<file path="src/rtl/swacc_cm_cmd_dispatch.sv">
// CEU context-command demux: buffers the incoming beat stream in a 2-entry skid buffer and routes
// each whole packet to one CxtMgt thread chosen by the first-beat opcode; unmapped packets are drained.
module swacc_cm_cmd_dispatch #(
  parameter int          NUM_CH    = 4,
  parameter int          HEAD_W    = 128,
  parameter int          DATA_W    = 256,
  parameter int          OPC_LSB   = 124,
  parameter logic [63:0] ROUTE_MAP = 64'hFFFF_FFFF_FFFF_FFFF
) (
  input  logic                       clk,
  input  logic                       rst,
  input  logic                       in_valid,
  input  logic [HEAD_W-1:0]          in_head,
  input  logic                       in_last,
  input  logic [DATA_W-1:0]          in_data,
  output logic                       in_ready,
  output logic [NUM_CH-1:0]          out_valid,
  output logic [NUM_CH*HEAD_W-1:0]   out_head,
  output logic [NUM_CH-1:0]          out_last,
  output logic [NUM_CH*DATA_W-1:0]   out_data,
  input  logic [NUM_CH-1:0]          out_ready,
  output logic                       drop_pulse,
  output logic [15:0]                drop_cnt
);

  localparam logic [1:0] ST_IDLE = 2'd0;
  localparam logic [1:0] ST_FWD  = 2'd1;
  localparam logic [1:0] ST_DROP = 2'd2;
  localparam logic [3:0] NUM_CH_L = 4'(NUM_CH);

  typedef struct packed {
    logic [HEAD_W-1:0] head;
    logic              last;
    logic [DATA_W-1:0] data;
  } beat_t;

  logic [1:0]  state_q, state_d;
  logic [3:0]  sel_q, sel_d;
  logic [1:0]  cnt_q, cnt_d;
  logic        in_ready_q, in_ready_d;
  logic        drop_pulse_q, drop_pulse_d;
  logic [15:0] drop_cnt_q, drop_cnt_d;
  beat_t       e0_q, e0_d, e1_q, e1_d;

  logic        bh_valid, push, pop, sel_ready, route_drop;
  logic [3:0]  opcode, route_ch;
  beat_t       in_beat;

  assign in_beat  = '{head: in_head, last: in_last, data: in_data};
  assign bh_valid = (cnt_q != 2'd0);
  assign opcode   = e0_q.head[OPC_LSB +: 4];
  assign route_ch = ROUTE_MAP[{opcode, 2'b00} +: 4];
  assign route_drop = (route_ch == 4'hF) || (route_ch >= NUM_CH_L);
  assign push     = in_valid && in_ready_q;

  // Route decision, pop and drop accounting.
  always_comb begin
    // NOTE: every variable gets a default before any branch, so no path can infer a latch.
    state_d      = state_q;
    sel_d        = sel_q;
    sel_ready    = 1'b0;
    pop          = 1'b0;
    drop_pulse_d = 1'b0;
    drop_cnt_d   = drop_cnt_q;
    for (int c = 0; c < NUM_CH; c++) begin
      if (sel_q == 4'(c)) sel_ready = out_ready[c];
    end
    case (state_q)
      ST_IDLE: begin
        if (bh_valid) begin
          if (route_drop) begin
            state_d = ST_DROP;
          end else begin
            sel_d   = route_ch;
            state_d = ST_FWD;
          end
        end
      end
      ST_FWD: begin
        pop = bh_valid && sel_ready;
        if (pop && e0_q.last) state_d = ST_IDLE;
      end
      ST_DROP: begin
        pop = bh_valid;
        if (pop && e0_q.last) begin
          state_d      = ST_IDLE;
          drop_pulse_d = 1'b1;
          if (drop_cnt_q != 16'hFFFF) drop_cnt_d = drop_cnt_q + 16'd1;
        end
      end
      default: state_d = ST_IDLE;
    endcase
  end

  // Skid buffer: entry 0 is always the oldest beat; occupancy never exceeds 2.
  always_comb begin
    e0_d  = e0_q;
    e1_d  = e1_q;
    cnt_d = cnt_q;
    case ({push, pop})
      2'b10: begin
        if (cnt_q == 2'd0) e0_d = in_beat;
        else               e1_d = in_beat;
        cnt_d = cnt_q + 2'd1;
      end
      2'b01: begin
        e0_d  = e1_q;
        cnt_d = cnt_q - 2'd1;
      end
      2'b11: begin
        if (cnt_q == 2'd1) begin
          e0_d = in_beat;
        end else begin
          e0_d = e1_q;
          e1_d = in_beat;
        end
      end
      default: ;
    endcase
    in_ready_d = (cnt_d != 2'd2);
  end

  always_comb begin
    out_valid = '0;
    out_last  = '0;
    out_head  = '0;
    out_data  = '0;
    for (int c = 0; c < NUM_CH; c++) begin
      if (state_q == ST_FWD && sel_q == 4'(c)) begin
        out_valid[c]                  = bh_valid;
        out_last[c]                   = e0_q.last;
        out_head[c*HEAD_W +: HEAD_W]  = e0_q.head;
        out_data[c*DATA_W +: DATA_W]  = e0_q.data;
      end
    end
  end

  // NOTE: sequential state uses non-blocking assignments so every flop samples pre-edge values.
  always_ff @(posedge clk or posedge rst) begin
    if (rst) begin
      state_q      <= ST_IDLE;
      sel_q        <= 4'd0;
      cnt_q        <= 2'd0;
      in_ready_q   <= 1'b1;
      drop_pulse_q <= 1'b0;
      drop_cnt_q   <= 16'd0;
    end else begin
      state_q      <= state_d;
      sel_q        <= sel_d;
      cnt_q        <= cnt_d;
      in_ready_q   <= in_ready_d;
      drop_pulse_q <= drop_pulse_d;
      drop_cnt_q   <= drop_cnt_d;
    end
  end

  // NOTE: payload storage is not reset; cnt_q qualifies it and outputs are gated by the FSM.
  always_ff @(posedge clk) begin
    e0_q <= e0_d;
    e1_q <= e1_d;
  end

  assign in_ready   = in_ready_q;
  assign drop_pulse = drop_pulse_q;
  assign drop_cnt   = drop_cnt_q;

endmodule

</file>
<file path="config.mk">
export PLATFORM = sky130hd
export DESIGN_NAME = swacc_cm_cmd_dispatch
export DESIGN_NICKNAME = d
export VERILOG_FILES = /design/src/rtl/swacc_cm_cmd_dispatch.sv
export SDC_FILE = /design/constraint.sdc
export NUM_CORES = 1
export LEC_CHECK = 0
export ABC_AREA = 1
export ABC_CLOCK_PERIOD_IN_PS = 4850
export CAP_MARGIN = 20
export CORE_AREA = 10 10 743 745
export CTS_CLUSTER_SIZE = 16
export DETAILED_ROUTE_END_ITERATION = 12
export DIE_AREA = 0 0 753 755
export SYNTH_ARGS = -nofsm -noshare
export SYNTH_HDL_FRONTEND = slang
export SYNTH_SLANG_ARGS = --single-unit
</file>
<file path="constraint.sdc">
create_clock -name clk -period 4.85 [get_ports clk]
set_input_delay 0.7275 -clock clk [delete_from_list [all_inputs] [get_ports clk]]
set_output_delay 0.7275 -clock clk [all_outputs]
set_load 0.01 [all_outputs]
</file>
==> results of run 1 <==
-- synthesized netlist by cell type (2+ instances only) --
master | n | area [µm²]
buf_4 | 1544 | 11600
nand2_1 | 70 | 263
nor2_2 | 7 | 43.8
inv_2 | 3 | 11.3
nand2_2 | 2 | 12.5
o21ai_1 | 2 | 10.0
nand4_1 | 8 | 50.1
o211ai_1 | 4 | 30.0
dfrtp_1 | 20 | 500
ha_1 | 7 | 87.6
inv_1 | 28 | 105
nand3b_1 | 3 | 22.5
nor2_1 | 14 | 52.6
xnor2_1 | 2 | 17.5
o21ai_0 | 6 | 30.0
nor3_2 | 2 | 20.0
nand3_1 | 9 | 45.0
edfxtp_1 | 2 | 60.1
-- power breakdown --
group | internal, mW | total, mW | switching [mW] | leakage, nW
Sequential | 0.245 | 0.291 | 0.0462 | 0.298
Clock | 0.111 | 0.183 | 0.0722 | 0.0409
Combinational | 0.122 | 0.903 | 0.781 | 5.50
Total | 0.477 | 1.38 | 0.899 | 5.84
-- worst paths after layout --
path,startpoint,end,slack (ns),cells past startpoint
min in group asynchronous,rst,drop_cnt[2],0.94,2
hold / removal,drop_cnt[14],drop_cnt[14],0.53,2
max in group asynchronous,rst,cnt_q[0],3.38,2
setup / recovery,drop_cnt[10],drop_cnt[10],2.71,1
hold reg to reg,drop_cnt[14],drop_cnt[14],0.53,2
setup reg to reg,cnt_q[0],e1_q[256],2.98,9
-- cell type report --
type                       count  area (µm²)
clock buffer                   3        75.1
inverter                      31         116
timing repair buffer          21         210
multi-input combinational   1688        6570
clock inverter                 1        5.00
sequential                    23         587
fill                       64156      520000
tap                         7181        8980
-- registers in the layout (all words and copies together) (netlist names) --
signal / cells
state_q: 1
e1_q: 1
in_ready: 1
drop_pulse: 1
drop_cnt: 16
cnt_q: 2
e0_q: 1
-- cell families after synthesis --
group / Yosys count / synth area share
compound gates: 14 / 0.00670
fa+ha+maj: 7 / 0.00670
flops: 23 / 0.0449
simple gates: 120 / 0.0438
buf+inv: 1575 / 0.896
other cells: 1 / 0.000287
xor+xnor: 3 / 0.00201
-- per-stage QoR --
stage | instances | total power, mW | setup WS [ns] | cell area, µm²
CTS | 8948 | 1.30 | 2.70 | 16500
detailed placement | 8944 | 1.12 | 2.56 | 16500
floorplan | 3286 | 1.93 | 3.15 | 18900
finish | 8948 | 1.38 | 2.71 | 16500
global placement | 8944 | 1.12 | 2.57 | 16500
global route | 8948 | 1.51 | 2.66 | 16500
-- layer usage --
metal / vias to the layer above / track usage
met3: 8 / 0.00544
li1: 2218 / -
met5: - / 0
met2: 960 / 0.0115
met1: 2125 / 0.00512
met4: 0 / 0.000581
==> flow_summary_export.csv, run 1 <==
group,metric,value,unit
cells_and_area,final_util,0.0309,
clock_tree,cts_setup_buffers,0,
timing,fin_tns_setup,0,ns
floorplan,initial_utilization,0.0244,
timing,worstMarginPinSlew,0.849,ns
clock_tree,clock_sinks,23,
clock_tree,worstSkewPairLatency,0.26,ns
global_routing,antenna_found_initial,1,
worst_setup_path,critPathBufInv,1,
timing,finalMaxSlewViolations,0,
yosys,ys_seq_area_frac,0.0449,
yosys,syn_area_per_cell,7.50,µm²
place,routabilityCongestion,0.593,
detailed_routing,drc_errors,0,
cells_and_area,nets,2167,
pwr,peakVddDrop,181,µV
worst_setup_path,end_kind,"primary output",
floorplan,rows,269,
place,dp_hpwl,23.9,mm
worst_setup_path,criticalPathCategory,"register to primary output",
timing,fin_crit,2.14,ns
timing,rsz0062_at_grt,"no",
detailed_routing,routed-wl-met2,11.4,mm
clock_tree,cts_resized,0,
worst_setup_path,critPathRequiredTime,4.12,ns
floorplan,ios,1954,
clock_tree,cts_made_buffers,3,
cells_and_area,final_common_cell,"conb_1",
yosys,synth-seq-cells,23,
cells_and_area,drive_gt1_frac,0.0136,
global_routing,grtUsageTotal,0.00622,
clock_tree,cts_tree,"yes",
yosys,synth-edff-count,2,
clock_tree,hold_buffers,0,
cells_and_area,area_growth,26.6,%
detailed_routing,dr_wl_met3,5.30,mm
global_routing,grt_pass1_wl,32.6,mm
global_routing,grt_overflow,0,
worst_setup_path,critPathTopFamily,"buffers and inverters",
detailed_routing,viasPerCell,0.594,
worst_setup_path,crit_path_max_incr_delay,0.65,ns
global_routing,grt_pass1_vias,6752,
detailed_routing,wl_met1,7.89,mm
clock_tree,cts_root_buffer,"clkbuf_16",
yosys,netlist_instances,1743,
yosys,synthArstFlopShare,0.913,
clock_tree,clk_pin_slew,0.07,ns
floorplan,die_w,753,µm
floorplan,dieArea,0.569,mm²
worst_setup_path,cp.arrival,1.41,ns
yosys,synthDistinctLibCells,28,
timing,max_freq,468,MHz
detailed_routing,drt_iter0_drc,43,
pwr,leakage,5.84,nW
yosys,synth_warnings,0,
timing,setup_viol,0,
status,status,"complete, no violations",
yosys,post_synth_instance_area,0.0131,mm²
clock_tree,h-tree-depth,1,
detailed_routing,vias,5311,
cells_and_area,layout_common_cells,"1544 x conb_1, 70 x nand2_1, 28 x inv_1, 21 x clkdlybuf4s50_1, 20 x dfrtp_1",
floorplan,coreArea,0.536,mm²
timing,worst_clock_skew,0.00582,ns
floorplan,chipHeight,755,µm
timing,hold_viol_final,0,
detailed_routing,postRouteAntennaNets,0,
detailed_routing,top_layer_used,"met4",
cells_and_area,antennaDiodeCount,0,
yosys,ys.flop_type,"dfrtp_1",
worst_setup_path,cp-start-kind,"register",
worst_hold_path,hold_path.class,"register to register",
job,maxCapViolCount,0,
detailed_routing,wl_per_cell,2.75,µm
timing,fin_crit_sh,0.441,
timing,max-slew-margin-rel,0.433,
detailed_routing,wirelength,24.6,mm
timing,hold_ws,0.532,ns
worst_setup_path,path_max_fanout,7,
worst_setup_path,cpMaxStageDelayCell,"clkdlybuf4s50_1",
detailed_routing,drtPass1Iterations,4,
pwr,power_density,83.2,mW/mm²
worst_setup_path,crit_chain,"clkdlybuf4s50_1",
clock_tree,clockBufferDepth,2,
global_routing,grt_max_degree,22,
place,port_buffers,21,
Note: power is estimated with default switching activity, not from simulation.
==> inputs of run 2 (changes only) <==
- ABC_CLOCK_PERIOD_IN_PS: 4850 -> 2200
- CORE_AREA: 10 10 743 745 -> 10 10 751 753
- DIE_AREA: 0 0 753 755 -> 0 0 761 763
- clock period: 4.85 -> 2.2 ns (I/O delays scaled with it)
==> run 2 against run 1 <==
First-iteration DRC count shrank 21%. Worst setup slack worse by 2.4 ns. Global-route usage is 0.060 points lower. Clock skew shrank 0.0029 ns. Total power rose by 120%. Largest power group unchanged. Die area increased by 2.1%.
==> flow_summary_export.csv, run 2 (synthesis gave the netlist of run 1 again) <==
group,metric,value,unit
floorplan,chipHeight,763,µm
clock_tree,clk_pin_slew,0.06,ns
worst_setup_path,critPathRequiredTime,2.14,ns
clock_tree,cts_tree,"yes",
pwr,peakVddDrop,409,µV
floorplan,rows,272,
cells_and_area,stdcell_area,0.0167,mm²
detailed_routing,wirelength,23.9,mm
clock_tree,cts_root_buffer,"clkbuf_16",
clock_tree,h-tree-depth,1,
clock_tree,clockBufferDepth,2,
worst_setup_path,cp-start-kind,"register",
clock_tree,cts_setup_buffers,0,
pwr,power_density,181,mW/mm²
detailed_routing,viasPerCell,0.596,
timing,fin_crit,1.85,ns
global_routing,grt_pass1_wl,31.1,mm
floorplan,dieArea,0.581,mm²
floorplan,initial_utilization,0.0239,
cells_and_area,largest_register_ffs,16,
worst_setup_path,reg2reg_depth,9,
place,routabilityCongestion,0.571,
cells_and_area,antennaDiodeCount,0,
global_routing,grtUsageTotal,0.00562,
worst_setup_path,end_kind,"register",
detailed_routing,drt_iter0_drc,34,
worst_setup_path,cp.arrival,1.79,ns
global_routing,grt_max_degree,22,
place,dpl_cell_area,0.0166,mm²
global_routing,antenna_found_initial,1,
detailed_routing,wl_per_cell,2.65,µm
cells_and_area,layout_common_cells,"1544 x conb_1, 70 x nand2_1, 28 x inv_1, 21 x clkdlybuf4s50_1, 20 x dfrtp_1",
cells_and_area,final_common_cell,"conb_1",
job,maxCapViolCount,0,
status,status,"complete, no violations",
timing,fin_crit_sh,0.839,
global_routing,grt_overflow,0,
timing,rsz0062_at_grt,"no",
cells_and_area,drive_gt1_frac,0.0141,
global_routing,grt_pass1_vias,6674,
timing,max_freq,542,MHz
clock_tree,hold_buffers,0,
floorplan,ios,1954,
place,dp_hpwl,23.4,mm
detailed_routing,drtPass1Iterations,4,
timing,finalMaxSlewViolations,0,
cells_and_area,fill_cells,65549,
worst_setup_path,path_max_fanout,5,
clock_tree,cts_resized,0,
timing,setup_viol,0,
worst_setup_path,criticalPathCategory,"register to register",
timing,hold_viol_final,0,
clock_tree,cts_made_buffers,3,
timing,fin_tns_setup,0,ns
cells_and_area,area_growth,27.4,%
detailed_routing,postRouteAntennaNets,0,
floorplan,coreArea,0.548,mm²
detailed_routing,vias,5384,
detailed_routing,drc_errors,0,
floorplan,die_w,761,µm
place,port_buffers,21,
clock_tree,clock_sinks,23,
timing,worst_clock_skew,0.00293,ns
worst_hold_path,hold_path.class,"input pin to async pin",
clock_tree,worstSkewPairLatency,0.26,ns
cells_and_area,nets,2168,
pwr,leakage,5.84,nW
## run 2: cell count changes in the layout (fill, tap and decap cells not counted), sizes merged
cell,previous run,this run
buf,0,1
## run 2: power breakdown
part	total, mW	internal [mW]	switching [mW]
clock network	0.399	0.245	0.155
registers	0.638	0.540	0.0981
logic	1.99	0.269	1.72
total	3.02	1.05	1.97
## run 2: worst paths after layout
kind / from / to / slack (ns)
min reg2reg: drop_cnt[15] / drop_cnt[15] / 0.54
max in group asynchronous: rst / in_ready / 1.50
min in group clk: drop_cnt[15] / drop_cnt[15] / 0.54
min: rst / drop_pulse / 0.41
max: cnt_q[0] / e1_q[256] / 0.35
max reg2reg: cnt_q[0] / e1_q[256] / 0.35
## run 2: layer usage
metal | global-route usage | part of all wire | vias to the layer above
li1 | - | - | 2226
met1 | 0.00515 | 0.32 | 2199
met4 | 0.000426 | 0.0017 | 0
met2 | 0.00957 | 0.46 | 955
met5 | 0 | 0 | -
met3 | 0.00519 | 0.22 | 4
## run 2: layout make-up
class / instances / area [µm²] / area share
tap: 7261 / 9080 / 0.545
clock inverter: 1 / 5.00 / 0.000300
sequential: 23 / 587 / 0.0352
timing repair buffer: 22 / 218 / 0.0131
clock buffer: 3 / 75.1 / 0.00451
inverter: 31 / 116 / 0.00699
multi-input combinational: 1688 / 6570 / 0.394
## run 2: critical path, cell delays in order, from the launching register on
cell and delay, ns:
dfrtp_1 0.38, inv_1 0.11, ha_1 0.19, inv_2 0.07, nand2_1 0.13, inv_1 0.10
ha_1 0.20, nand2_1 0.07, inv_1 0.05, a221oi_1 0.23
## run 2: per-stage QoR
| stage | std cells | setup WS (ns) | total power, mW | hold slack (ns) | util |
|---|---|---|---|---|---|
| after detailed placement | 9025 | 0.357 | 2.45 | 0.533 | 0.0303 |
| after global placement | 9025 | 0.344 | 2.45 | 0.518 | 0.0303 |
| after floorplan | 3286 | 0.512 | 4.26 | 0.306 | - |
| after global routing | 9029 | 0.192 | 3.33 | 0.446 | 0.0304 |
| final | 9029 | 0.354 | 3.02 | 0.412 | 0.0304 |
| after CTS | 9029 | 0.344 | 2.87 | 0.441 | 0.0304 |
